File: config.mk
export PLATFORM = sky130hd
export DESIGN_NAME = eq_check_ctrl
export DESIGN_NICKNAME = d
export VERILOG_FILES = /design/src/rtl/eq_check_ctrl.sv
export SDC_FILE = /design/constraint.sdc
export NUM_CORES = 1
export LEC_CHECK = 0
export BUFFER_PORTS_ARGS = -buffer_cell sky130_fd_sc_hd__buf_4
export CAP_MARGIN = 20
export CORE_AREA = 2 2 74 147
export DETAILED_ROUTE_END_ITERATION = 6
export DIE_AREA = 0 0 76 149
export GPL_TIMING_DRIVEN = 0
export PLACE_DENSITY = 0.84
export REMOVE_ABC_BUFFERS = 1
export SLEW_MARGIN = 20
export SYNTH_ARGS = -nofsm -noshare
export SYNTH_HDL_FRONTEND = slang
export SYNTH_SLANG_ARGS = --single-unit
export TNS_END_PERCENT = 10
File: constraint.sdc
create_clock -name clk -period 2.4 [get_ports clk]
set_clock_uncertainty 0.05 [all_clocks]
set_input_delay 0.24 -clock clk [delete_from_list [all_inputs] [get_ports clk]]
set_output_delay 0.24 -clock clk [all_outputs]
set_load 0.02 [all_outputs]
File: src/rtl/eq_check_ctrl.sv
// Run controller for an equivalence check: drives LFSR stimulus, collects per-output
// equality results. Define EQ_CHECK_STOP_ON_FAIL_EN to end a run right after its first mismatch.
module eq_check_ctrl #(
  parameter int IN_W   = 6,
  parameter int OUT_W  = 3,
  parameter int WARMUP = 4,
  parameter int NCYC_W = 16
) (
  input  logic              clk,
  input  logic              rst_n,
  input  logic              start,
  input  logic [31:0]       seed,
  input  logic [NCYC_W-1:0] num_cycles,
  output logic [IN_W-1:0]   stim,
  input  logic [OUT_W-1:0]  eq_vec,
  output logic              busy,
  output logic              done,
  output logic              fail,
  output logic [OUT_W-1:0]  fail_mask,
  output logic [NCYC_W-1:0] fail_cycle,
  output logic [NCYC_W-1:0] cycle_cnt
);

  localparam logic [31:0] LFSR_TAPS = 32'h8020_0003;
  localparam logic [7:0]  WARM_LAST = (WARMUP > 0) ? 8'(WARMUP - 1) : 8'd0;

  typedef enum logic [1:0] {S_IDLE, S_WARM, S_RUN, S_DONE} state_t;

  state_t            r_state;
  state_t            w_state_next;
  logic              r_arm;
  logic [31:0]       r_lfsr;
  logic [IN_W-1:0]   r_stim;
  logic [7:0]        r_warm_cnt;
  logic [NCYC_W-1:0] r_num;
  logic [NCYC_W-1:0] r_cnt;
  logic [NCYC_W-1:0] r_fail_cycle;
  logic [OUT_W-1:0]  r_fail_mask;
  logic              r_fail;

  logic              w_start_ok;
  logic              w_advance;
  logic              w_warm_last;
  logic              w_stop;
  logic              w_run_end;
  logic              w_check;
  logic              w_mism;
  logic [31:0]       w_seed_eff;
  logic [31:0]       w_lfsr_step;
  logic [31:0]       w_lfsr_next;

`ifdef EQ_CHECK_STOP_ON_FAIL_EN
  assign w_stop = r_fail;
`else
  assign w_stop = 1'b0;
`endif

  // r_arm holds off start for one edge after reset release so the release stays synchronous.
  assign w_start_ok  = start && r_arm && ((r_state == S_IDLE) || (r_state == S_DONE));
  assign w_advance   = (r_state == S_WARM) || (r_state == S_RUN);
  assign w_warm_last = (r_warm_cnt == WARM_LAST);
  assign w_run_end   = (r_cnt >= r_num) || w_stop;
  assign w_check     = (r_state == S_RUN) && !w_run_end;
  assign w_mism      = w_check && (|(~eq_vec));
  assign w_seed_eff  = (seed == 32'd0) ? 32'd1 : seed;
  assign w_lfsr_step = {1'b0, r_lfsr[31:1]} ^ (r_lfsr[0] ? LFSR_TAPS : 32'd0);
  assign w_lfsr_next = w_start_ok ? w_seed_eff : (w_advance ? w_lfsr_step : r_lfsr);

  always_ff @(posedge clk or negedge rst_n) begin
    if (!rst_n) begin
      r_state <= S_IDLE;
    end else begin
      r_state <= w_state_next;
    end
  end

  always_comb begin
    w_state_next = r_state;
    case (r_state)
      S_IDLE, S_DONE: begin
        if (w_start_ok) w_state_next = (WARMUP == 0) ? S_RUN : S_WARM;
      end
      S_WARM: begin
        if (w_warm_last) w_state_next = (r_num == '0) ? S_DONE : S_RUN;
      end
      S_RUN: begin
        if (w_run_end) w_state_next = S_DONE;
      end
      default: w_state_next = S_IDLE;
    endcase
  end

  always_ff @(posedge clk or negedge rst_n) begin
    if (!rst_n) begin
      r_arm        <= 1'b0;
      r_lfsr       <= 32'd1;
      r_stim       <= '0;
      r_warm_cnt   <= '0;
      r_num        <= '0;
      r_cnt        <= '0;
      r_fail_cycle <= '0;
      r_fail_mask  <= '0;
      r_fail       <= 1'b0;
    end else begin
      r_arm  <= 1'b1;
      r_lfsr <= w_lfsr_next;
      if (w_start_ok || w_advance) r_stim <= w_lfsr_next[IN_W-1:0];
      if (w_start_ok) begin
        r_warm_cnt   <= '0;
        r_num        <= num_cycles;
        r_cnt        <= '0;
        r_fail_cycle <= '0;
        r_fail_mask  <= '0;
        r_fail       <= 1'b0;
      end else begin
        if (r_state == S_WARM) r_warm_cnt <= r_warm_cnt + 8'd1;
        if (w_check) begin
          r_cnt       <= (r_cnt == '1) ? r_cnt : r_cnt + NCYC_W'(1);
          r_fail_mask <= r_fail_mask | ~eq_vec;
          // Index recorded is the count before this cycle's increment.
          if (w_mism && !r_fail) begin
            r_fail       <= 1'b1;
            r_fail_cycle <= r_cnt;
          end
        end
      end
    end
  end

  assign stim       = r_stim;
  assign busy       = w_advance;
  assign done       = (r_state == S_DONE);
  assign fail       = r_fail;
  assign fail_mask  = r_fail_mask;
  assign fail_cycle = r_fail_cycle;
  assign cycle_cnt  = r_cnt;

endmodule

# [Word level (Yosys, flattened, before mapping)]
# Cells that the tools add are included.
[word_totals] ff_bits=101 input_bits=54 out_inout_bits=44 word_cells=70
[classes] add_sub_neg=2 magnitude_cmp=1 n_eq_ne=9 n_mux=22 bitwise_logic=3 reduce_logical=22
[op_table] op="$mux 32" count=4
[op_table] op="$mux 16" count=6
[op_table] op="$logic_not 32->1" count=1
[op_table] op="$xor 31x32->32" count=1
[op_table] op="$add 16x1->16 const B" count=1
[op_table] op="$eq 16x16->1 const B" count=1
[op_table] op="$ge 16x16->1" count=1
[op_table] op="$logic_not 16->1" count=1
[op_table] op="$mux 8" count=2
[op_table] op="$add 8x1->8 const B" count=1
[op_table] op="$eq 8x2->1 const B" count=1
[op_table] op="$ne 2x2->1 const B" count=4
[op_table] op="$reduce_bool 2->1" count=4
[op_table] op="$mux 2" count=3
[op_table] op="$mux 3" count=2
[op_table] op="$pmux 2 s3" count=1
[op_table] op="$logic_and 1x1->1" count=5
[op_table] op="$eq 2x2->1 const B" count=2
[op_table] op="$mux 1" count=4
[op_table] op="$reduce_and 2->1" count=2
[op_table] op="$logic_or 1x1->1" count=3
[op_table] op="$not 3->3" count=1
[op_table] op="$or 3x3->3" count=1
[op_table] op="$reduce_and 3->1" count=1
[op_table] op="5 further kinds" count=6

# [Longest topological paths before layout]
# Gate-level depths: netlist (run 1).
[depth] word_depth=8 depth_mapped=10 ltp_nobuf=8

# [Worst setup path before layout (run 1)]
# No wires, ideal clock.
[synth_path] path_kind="reg2reg" from="register r_cnt[0] (netlist: cycle_cnt[0])" to="register r_cnt[15] (netlist: cycle_cnt[15])" setup_time_ps=78 arrival_time_ps=2400 t_required_ps=2272 path_slack_ps=-128 stages_incl_launch_ff=10 n_path_buf=1 path_cell_list="dfrtp_1 -> inv_1 -> ha_1 -> nand2b_1 -> a2111oi_1 -> or4_4 -> nand3_2 -> buf_6 -> or4_1 -> a21oi_1"
[synth_via] elab_chain_cells=5 word_cells_on_any_way=11
[synth_lines] element="start: declaration" line_no="36" text="logic [NCYC_W-1:0] r_cnt;"
[synth_lines] element="start signal: assignment" line_no="118" text="r_cnt <= (r_cnt == '1) ? r_cnt : r_cnt + NCYC_W'(1);"
[synth_lines] element="$ge 16x16->1" line_no="62" text="assign w_run_end = (r_cnt >= r_num) || w_stop;"
[synth_lines] element="$logic_not 1->1" line_no="63" text="assign w_check = (r_state == S_RUN) && !w_run_end;"
[synth_lines] element="$logic_and 1x1->1" line_no="63"
[synth_lines] element="$reduce_bool 2->1 (no line)"
[synth_lines] element="$reduce_and 2->1 (no line)"
# Several ways; a longest one is shown, not always the timed one. The select of a mux whose other input is x is not followed.
# A chain may end at the register's enable or synchronous reset.

# [Worst setup path in the final report (run 1)]
[layout_path] from="register r_num[13]" to="register r_cnt[15] (netlist: cycle_cnt[15])"
[layout_via] elab_chain_cells=5
[layout_lines] element="start: declaration" line_no="35" text="logic [NCYC_W-1:0] r_num;"
[layout_lines] element="start signal: assignment" line_no="110" text="r_num <= num_cycles;"
[layout_lines] element="$ge 16x16->1" line_no="62"
[layout_lines] element="$logic_not 1->1" line_no="63"
[layout_lines] element="$logic_and 1x1->1" line_no="63"
[layout_lines] element="$reduce_bool 2->1 (no line)"
[layout_lines] element="$reduce_and 2->1 (no line)"
# Every way passes these cells.

==> run_results.csv, run 1 <==
group,metric,value,unit
timing,relSlewSlack,0.385,
synth,async_reset_ff_frac,1.00,
detailed_routing,drt_drc_violations_left,0,
power_and_ir_drop,vdd_ir_drop_max,0.731,mV
cells_and_area,final_cells,769,
synth,ys_seq_elements,101,
detailed_routing,drt_pass1_iterations,5,
synth,ys_types,44,
critical_path,crit_fanout,5,
worst_hold_path,hp-start,"num_cycles[0]",
floorplan,die_height,149,um
critical_path,ff2ff_setup_slack,-0.22,ns
floorplan,design.die.area,11300,um^2
grt,track_usage,0.238,
grt,antenna_found_initial,0,
cells_and_area,antenna_cells,0,
cells_and_area,layout-area-overhead-vs-synth,34.4,%
synth,yosysTopAreaCell,"dfrtp_1",
floorplan,fp.dieW,76,um
timing,rsz0062_at_grt,"yes",
cells_and_area,final_nets,702,
grt,grt_pass1_vias,4439,
clock_network,root_buffer,"clkbuf_16",
clock_network,path_clk_slew,0.07,ns
cells_and_area,final_area,6720,um^2
synth,yosysTopAreaCellShare,0.501,
synth,synth_seq_area_share,0.506,
critical_path,critical_path_class,"flop to flop",
timing,setup_viol,38,
power_and_ir_drop,power.clock.fraction,0.206,
power_and_ir_drop,seqPwrFrac,0.344,
synth,synthTopCellsByArea,"dfrtp_1 (50%), mux2i_1 (7.8%), ha_1 (5.3%)",
cells_and_area,mostFrequentLayoutCell,"buf_4",
detailed_routing,ant_nets,0,
critical_path,slowest_stage,"or4_1",
job,drv_cap,0,
critical_path,r2r-end,"cycle_cnt[15]$_DFFE_PN0P_",
worst_hold_path,worstHoldPathCells,3,
detailed_routing,wire_per_inst,18.4,um
grt,grt_pass1_wl,21700,um
power_and_ir_drop,powerDensity,1170,nW/um^2
clock_network,insertion_delay,0.35,ns
critical_path,cp.required,2.63,ns
synth,synth_flop_cell,"dfrtp_1",
detailed_routing,drt_iter0_markers,359,
clock_network,cts_tree,"done",
timing,max_freq,382,MHz
critical_path,timing.rr.start,"r_num[13]$_DFFE_PN0P_",
power_and_ir_drop,leakagePower,3.06,nW
timing,tightest_slew,0.922,ns
status,outcome,"complete, but fails checks",
cells_and_area,n_fill_cell,771,
floorplan,rows,53,
place,dpl_cell_area,5880,um^2
grt,grt_max_degree,102,
place,numPortBuffers,97,
detailed_routing,wl,14200,um
timing,timing_hold_violations_final,0,
timing,finalWorstSetupSlack,-0.218,ns
critical_path,critPathMaxStageDelay,0.52,ns
floorplan,core_area,10300,um^2
clock_network,clockBufferDepth,2,
synth,synth-edff-count,0,
power_and_ir_drop,pwr-share-comb,0.449,
timing,drv_slew,0,
clock_network,htreeDepth,3,
clock_network,numCtsBuffers,9,
timing,timing.final.crit_share,1.09,
critical_path,path_cells,"inv_1 > ha_4 > a211oi_1 > o211a_1 > o31a_1 > nand3_4 > or4_1 > a21oi_2",
synth,syn-instance-count,512,
grt,grt_overflow_total,0,
floorplan,start_util,0.486,
synth,synth_area_per_cell,9.76,um^2
worst_hold_path,min_path_type,"primary input to flop",
power_and_ir_drop,p_sw,0.00311,W
critical_path,cp-start-kind,"flop",
critical_path,rr_worst_depth,8,
power_and_ir_drop,switching_share,0.396,
place,place.gp.congestion,0.784,
critical_path,crit_path_end_kind,"flop",
detailed_routing,vias,4462,
critical_path,worstPathArrival,2.85,ns
cells_and_area,layout-drive-gt1-share,0.320,
place,dp.cells,724,
synth,netlist_area,5000,um^2
clock_network,clkSinkCount,101,
worst_hold_path,whs_endpoint,"r_num[0]$_DFFE_PN0P_",
detailed_routing,drt-vias-per-instance,5.80,
power_and_ir_drop,p_int,0.00474,W
timing,period_needed,2.62,ns
place,dp_hpwl,8120,um
status,violations,"setup timing",
floorplan,io_pins,98,
cells_and_area,final_cell_mix,"buf_4 (113), dfrtp_1 (92), nor2_1 (52)",
synth,ys_warn_count,0,
[power groups by stage]
| stage | clock [W] | combinational [W] | sequential [W] |
|---|---|---|---|
| floorplan | 0 | 0.00179 | 0.00276 |
| global placement | 0 | 0.00263 | 0.00269 |
| detailed placement | 0 | 0.00295 | 0.00270 |
| CTS | 0.00163 | 0.00337 | 0.00268 |
| global route | 0.00170 | 0.00385 | 0.00276 |
| finish | 0.00162 | 0.00352 | 0.00270 |
[flip-flops by register name (all words and copies together), names as in the netlist]
signal	count
cycle_cnt	16
r_warm_cnt	8
r_num	16
fail	1
fail_mask	3
r_arm	1
r_lfsr	32
stim	6
fail_cycle	16
r_state	2
[metrics by stage]
stage / hold slack, ns / setup WS (ns) / TNS, ns / power, W / utilization
final: 0.0351 / -0.218 / -5.44 / 0.00784 / 0.653
after global routing: 0.0432 / -0.264 / -7.75 / 0.00831 / 0.653
after floorplan: -0.106 / -1.90 / -88.79 / 0.00455 / -
after detailed placement: 0.367 / -0.609 / -17.07 / 0.00565 / 0.572
after CTS: 0.0323 / -0.151 / -4.14 / 0.00768 / 0.640
after global placement: 0.385 / -3.10 / -161.89 / 0.00531 / 0.561
[metal layers]
| layer | track usage | part of all wire | up-vias |
|---|---|---|---|
| li1 | - | - | 2045 |
| met4 | 0.114 | 0.034 | 0 |
| met2 | 0.390 | 0.51 | 186 |
| met1 | 0.304 | 0.40 | 2191 |
| met3 | 0.0454 | 0.057 | 40 |
| met5 | 0 | 0 | - |
[synthesized netlist by cell type (all sizes together), types with 2 or more instances]
cell and count:
dfrtp 100, nor2 54, nand2 51, a21oi 41, mux2i 39, o21ai 38
inv 24, nand3 24, ha 21, clkbuf 17, nand4 15, nor4 12
buf 9, nor3 7, xor2 7, or4 6, mux2 5, o21a 5
o31ai 5, or3 5, nand2b 4, xnor2 4, a211oi 2, a31oi 2
and3 2, o31a 2
[layout make-up]
type | count | area (um^2) | share of cell area
Tap cell | 137 | 171 | 0.0255
Multi-Input combinational cell | 365 | 2540 | 0.378
Timing Repair Buffer | 125 | 1040 | 0.154
Inverter | 25 | 96.3 | 0.0143
Clock buffer | 10 | 239 | 0.0356
Sequential cell | 101 | 2540 | 0.378
Clock inverter | 6 | 93.8 | 0.0140
[kinds of logic after synthesis]
group	after synthesis	synth area share
buffers and inverters	51	0.0446
flip-flops	101	0.506
AND/OR/NAND/NOR	183	0.175
multiplexers	44	0.0894
AO/OA/AOI/OAI	100	0.112
adder cells (fa/ha/maj)	21	0.0526
other	1	0.000750
XOR/XNOR	11	0.0193
[timing repair]
item / CTS / global route
pin swaps: 22 / 14
hold buffers: 1 / 0
resized for setup: 58 / 16
buffers inserted: 13 / 7
endpoints found under the setup margin: 65 / 43
gates cloned: 7 / 1
hold endpoints to repair: 23 / 0
[worst max path at each step]
stage	cells past startpoint	slack [ns]	from	end
after floorplan	6	-1.90	r_state[0]$_DFFE_PN0P_	cycle_cnt[3]$_DFFE_PN0P_
after global placement	6	-3.10	r_state[0]$_DFFE_PN0P_	r_num[8]$_DFFE_PN0P_
after detailed placement	7	-0.61	r_state[0]$_DFFE_PN0P_	stim[0]$_DFFE_PN0P_
after CTS	10	-0.15	r_num[14]$_DFFE_PN0P_	fail_cycle[14]$_DFFE_PN0P_
after global routing	8	-0.26	r_num[13]$_DFFE_PN0P_	cycle_cnt[10]$_DFFE_PN0P_
final	8	-0.22	r_num[13]$_DFFE_PN0P_	cycle_cnt[15]$_DFFE_PN0P_
[worst max-delay path, delay by kind of cell, from the launching register on]
kind,cells,cell delay (ns)
DFF,1,0.39
adders and majority gates,1,0.22
buffers and inverters,1,0.12
and+or+nand+nor,2,0.67
AOI/OAI and AO/OA,4,1.09
Power figures use the tool's default switching activity.
==> run 2, diff against run 1 <==
Settings changed: REMOVE_ABC_BUFFERS 1 to default.
==> run_results.csv, run 2 (same netlist as run 1, synthesis figures left out) <==
group,metric,value,unit
status,outcome,"complete, but fails checks",
status,violations,"setup timing",
place,numPortBuffers,97,
floorplan,rows,53,
grt,antenna_found_initial,0,
critical_path,crit_path_end_kind,"flop",
timing,hold-worst-slack,0.0460,ns
cells_and_area,fin_util,0.627,
timing,timing_hold_violations_final,0,
detailed_routing,wl,12900,um
critical_path,rr_worst_depth,8,
critical_path,ff2ff_setup_slack,-0.22,ns
cells_and_area,largest_reg_flops,32,
floorplan,start_util,0.486,
place,dp_hpwl,8790,um
worst_hold_path,min_path_type,"primary input to flop",
grt,grt_pass1_wl,20700,um
timing,rsz0062_at_grt,"yes",
critical_path,cp-start-kind,"flop",
timing,drv_slew,0,
detailed_routing,wire_per_inst,16.6,um
floorplan,core_area,10300,um^2
critical_path,worstPathArrival,2.84,ns
power_and_ir_drop,vdd_ir_drop_max,0.739,mV
critical_path,timing.rr.start,"cycle_cnt[11]$_DFFE_PN0P_",
grt,grt_max_degree,102,
detailed_routing,drt_iter0_markers,329,
grt,track_usage,0.229,
timing,timing.final.crit_share,1.09,
detailed_routing,drt_pass1_iterations,4,
cells_and_area,final_nets,709,
timing,max_freq,382,MHz
timing,period_needed,2.62,ns
worst_hold_path,worstHoldPathCells,3,
job,drv_cap,0,
floorplan,die_height,149,um
grt,grt_pass1_vias,4239,
clock_network,clockBufferDepth,2,
clock_network,root_buffer,"clkbuf_16",
floorplan,io_pins,98,
power_and_ir_drop,powerDensity,1140,nW/um^2
place,pre_cts_ws,-0.235,ns
clock_network,insertion_delay,0.35,ns
critical_path,startpoint,"cycle_cnt[11]$_DFFE_PN0P_",
detailed_routing,drt-vias-per-instance,5.60,
synth,synth_nets,587,
power_and_ir_drop,leakagePower,2.99,nW
critical_path,cp-endpoint,"fail_cycle[14]$_DFFE_PN0P_",
cells_and_area,layout-drive-gt1-share,0.269,
critical_path,critical_path_class,"flop to flop",
timing,tightest_slew,0.901,ns
cells_and_area,regMostFlops,"r_lfsr",
critical_path,cp.required,2.63,ns
timing,relSlewSlack,0.399,
detailed_routing,vias,4345,
clock_network,clkSinkCount,101,
grt,grt_overflow_total,0,
cells_and_area,layout-area-overhead-vs-synth,29.0,%
timing,finalWorstSetupSlack,-0.215,ns
clock_network,htreeDepth,3,
clock_network,cts_tree,"done",
cells_and_area,mostFrequentLayoutCell,"buf_4",
floorplan,design.die.area,11300,um^2
place,place.gp.congestion,0.840,
cells_and_area,final_cell_mix,"buf_4 (110), dfrtp_1 (92), nor2_1 (53)",
clock_network,numCtsBuffers,9,
floorplan,fp.dieW,76,um
critical_path,crit_fanout,10,
timing,setup_viol,32,
detailed_routing,ant_nets,0,
detailed_routing,drt_drc_violations_left,0,
critical_path,r2r-end,"fail_cycle[14]$_DFFE_PN0P_",
timing,finalSetupTns,-4.97,ns
clock_network,path_clk_slew,0.07,ns
cells_and_area,antenna_cells,0,
run 2: cell types whose count changed in the layout (fill, tap and decap cells not counted), moves of 3 or more:
| cell | previous run | this run |
|---|---|---|
| o21ai_0 | 22 | 37 |
| clkbuf_1 | 0 | 14 |
| nand3_1 | 9 | 22 |
| nand3_2 | 14 | 1 |
| o21ai_1 | 12 | 1 |
| buf_2 | 0 | 4 |
| nand3_4 | 5 | 1 |
| o21ai_2 | 4 | 0 |
| buf_4 | 113 | 110 |
| buf_6 | 6 | 3 |
| clkbuf_2 | 0 | 3 |
run 2: per-stage QoR:
stage	std cells	instance area (um^2)	power [W]
4_1_cts	775	6390	0.00729
3_3_place_gp	746	5900	0.00551
2_1_floorplan	512	5000	0.00468
6_report	776	6450	0.00736
5_1_grt	776	6450	0.00783
3_5_place_dp	746	5910	0.00564
run 2: critical path, stage by stage, from the launching register on:
cell     delay, ns
dfrtp_1       0.44
ha_4          0.30
nand4_1       0.11
or3_1         0.40
or4_4         0.54
nand4_1       0.27
buf_4         0.23
nand3_1       0.10
o21ai_0       0.10
run 2: report_power, final:
group	switching (W)	internal [W]	total (W)
Clock	0.000642	0.000865	0.00151
Combinational	0.00190	0.00129	0.00320
Sequential	0.000363	0.00230	0.00266
run 2: what timing repair did:
item | CTS | global route
hold endpoints to repair | 36 | 0
hold buffers | 1 | 0
pin swaps | 8 | 1
endpoints found under the setup margin | 60 | 61
buffers inserted | 11 | 1
resized for setup | 16 | 15
cloned | 1 | 0
run 2: worst min path at each step:
stage,start,end,slack (ns)
after floorplan,rst_n,cycle_cnt[0]$_DFFE_PN0P_,-0.11
after global placement,num_cycles[0],r_num[0]$_DFFE_PN0P_,0.39
after detailed placement,rst_n,fail_cycle[1]$_DFFE_PN0P_,0.36
after CTS,num_cycles[0],r_num[0]$_DFFE_PN0P_,0.04
after global routing,num_cycles[0],r_num[0]$_DFFE_PN0P_,0.05
final,num_cycles[0],r_num[0]$_DFFE_PN0P_,0.05
run 2: routing by layer:
metal	vias to the layer above	share of wire	track usage
li1	2047	-	-
met1	2112	0.42	0.293
met2	150	0.49	0.381
met3	36	0.050	0.0363
met4	0	0.034	0.111
met5	-	0	0
run 2: layout make-up:
class / count / area, um^2
multi-input combinational: 360 / 2350
clock buffer: 11 / 253
fill: 848 / 3830
timing repair buffer: 111 / 837
clock inverter: 5 / 58.8
sequential: 101 / 2540
inverter: 25 / 93.8
buffer: 26 / 144
tap: 137 / 171
==> run 3, diff against run 2 <==
Settings changed: CORE_AREA 2 2 74 147 to 2 2 76 151, DIE_AREA 0 0 76 149 to 0 0 78 153, GPL_TIMING_DRIVEN 0 to default, PLACE_DENSITY 0.84 to 0.8.
==> run_results.csv, run 3 (same netlist as run 1, synthesis figures left out) <==
group,metric,value,unit
timing,timing.final.crit_share,1.12,
cells_and_area,final_nets,725,
clock_network,path_clk_slew,0.07,ns
grt,grt_pass1_wl,22100,um
critical_path,crit_path_end_kind,"flop",
clock_network,clkSinkCount,101,
grt,grt_pass1_vias,4639,
detailed_routing,vias,4454,
cells_and_area,antenna_cells,0,
cells_and_area,layout-area-overhead-vs-synth,34.2,%
timing,finalSetupTns,-7.49,ns
power_and_ir_drop,vdd_ir_drop_max,0.621,mV
synth,synth_nets,587,
cells_and_area,mostFrequentLayoutCell,"buf_4",
clock_network,insertion_delay,0.34,ns
timing,setup_viol,38,
clock_network,numCtsBuffers,9,
cells_and_area,final_cell_mix,"buf_4 (143), dfrtp_1 (96), nor2_1 (52)",
detailed_routing,wire_per_inst,17.8,um
critical_path,path_cells,"ha_4 > nand4_1 > or3_4 > or4_4 > buf_6 > nand4_1 > buf_4 > buf_16 > nand3_1 > o21ai_0",
detailed_routing,drt_iter0_markers,225,
detailed_routing,drt_pass1_iterations,5,
timing,hold-worst-slack,0.0466,ns
floorplan,die_height,153,um
cells_and_area,layout-drive-gt1-share,0.311,
critical_path,cp.required,2.61,ns
detailed_routing,drt_drc_violations_left,0,
job,drv_cap,0,
timing,finalWorstSetupSlack,-0.285,ns
detailed_routing,drt-vias-per-instance,5.60,
worst_hold_path,min_path_type,"primary input to flop",
grt,grt_use_met2,0.449,
cells_and_area,largest_reg_flops,32,
clock_network,htreeDepth,3,
status,violations,"setup timing",
grt,grt_max_degree,54,
grt,antenna_found_initial,0,
detailed_routing,ant_nets,0,
clock_network,clockBufferDepth,2,
clock_network,cts_tree,"done",
detailed_routing,wl,14100,um
cells_and_area,fin_util,0.621,
grt,use_met1,0.243,
timing,relSlewSlack,0.550,
floorplan,rows,54,
timing,period_needed,2.68,ns
clock_network,root_buffer,"clkbuf_16",
grt,grt_overflow_total,0,
power_and_ir_drop,leakagePower,3.13,nW
power_and_ir_drop,powerDensity,1140,nW/um^2
place,place.gp.congestion,0.907,
timing,drv_slew,0,
floorplan,start_util,0.462,
critical_path,crit_fanout,16,
timing,timing_hold_violations_final,0,
critical_path,cpMostUsedCell,"nand4_1",
grt,use_met3,0.0301,
floorplan,fp.dieW,78,um
critical_path,critical_path_class,"flop to flop",
critical_path,worstPathArrival,2.90,ns
grt,busiest_layer,"met2",
critical_path,critPathMaxStageDelay,0.50,ns
grt,track_usage,0.236,
place,pre_cts_ws,-0.286,ns
place,numPortBuffers,97,
cells_and_area,regMostFlops,"r_lfsr",
critical_path,cp-start-kind,"flop",
critical_path,slowest_stage,"or4_4",
floorplan,design.die.area,11900,um^2
floorplan,io_pins,98,
status,outcome,"complete, but fails checks",
timing,rsz0062_at_grt,"yes",
place,dp_hpwl,10000,um
floorplan,core_area,10800,um^2
timing,max_freq,372,MHz
timing,tightest_slew,0.675,ns
## run 3: final cells by class
type | instances | area, um^2
Inverter | 25 | 93.8
Timing Repair Buffer | 152 | 1210
Clock buffer | 11 | 243
Sequential cell | 101 | 2530
Tap cell | 140 | 175
Multi-Input combinational cell | 361 | 2410
Clock inverter | 5 | 41.3
Fill cell | 880 | 4100
## run 3: path summary, 6_finish.rpt
path | to | cells after the start | start | slack, ns
max | fail_cycle[1]$_DFFE_PN0P_ | 10 | cycle_cnt[15]$_DFFE_PN0P_ | -0.28
min | r_num[0]$_DFFE_PN0P_ | 3 | num_cycles[0] | 0.05
max reg2reg | fail_cycle[1]$_DFFE_PN0P_ | 10 | cycle_cnt[15]$_DFFE_PN0P_ | -0.28
min reg2reg | fail_mask[2]$_DFFE_PN0P_ | 1 | fail_mask[2]$_DFFE_PN0P_ | 0.45
max in group asynchronous | r_lfsr[0]$_DFF_PN1_ | 3 | rst_n | 1.05
min in group asynchronous | fail_cycle[4]$_DFFE_PN0P_ | 2 | rst_n | 0.43
## run 3: routing by layer
metal / share of wire / up-vias
li1: - / 2091
met1: 0.35 / 2160
met2: 0.57 / 161
met3: 0.037 / 42
met4: 0.043 / 0
met5: 0 / -
## run 3: timing repair
item	in CTS	in global routing
gates cloned	1	2
pin swaps	5	7
hold endpoints to repair	50	0
hold buffers	1	0
gates resized for setup	28	15
setup endpoints to repair	38	38
setup buffers	4	5
## run 3: critical path: cells and delay by family (launching register included)
kind	cells	cell delay, ns
simple gates	5	1.28
fa+ha+maj	1	0.29
flops	1	0.44
compound gates	1	0.09
buf+inv	3	0.45
## run 3: power breakdown
group	leakage [nW]	switching [W]	internal (W)
logic	1.77	0.00200	0.00158
registers	1.23	0.000364	0.00230
clock network	0.133	0.000648	0.000742
total	3.13	0.00301	0.00462
## run 3: per-stage QoR
step	power (W)	std cells	instance area [um^2]
2_1_floorplan	0.00468	512	5000
5_1_grt	0.00814	795	6710
4_1_cts	0.00743	788	6590
6_report	0.00763	795	6710
3_5_place_dp	0.00583	766	6130
3_3_place_gp	0.00567	766	6130
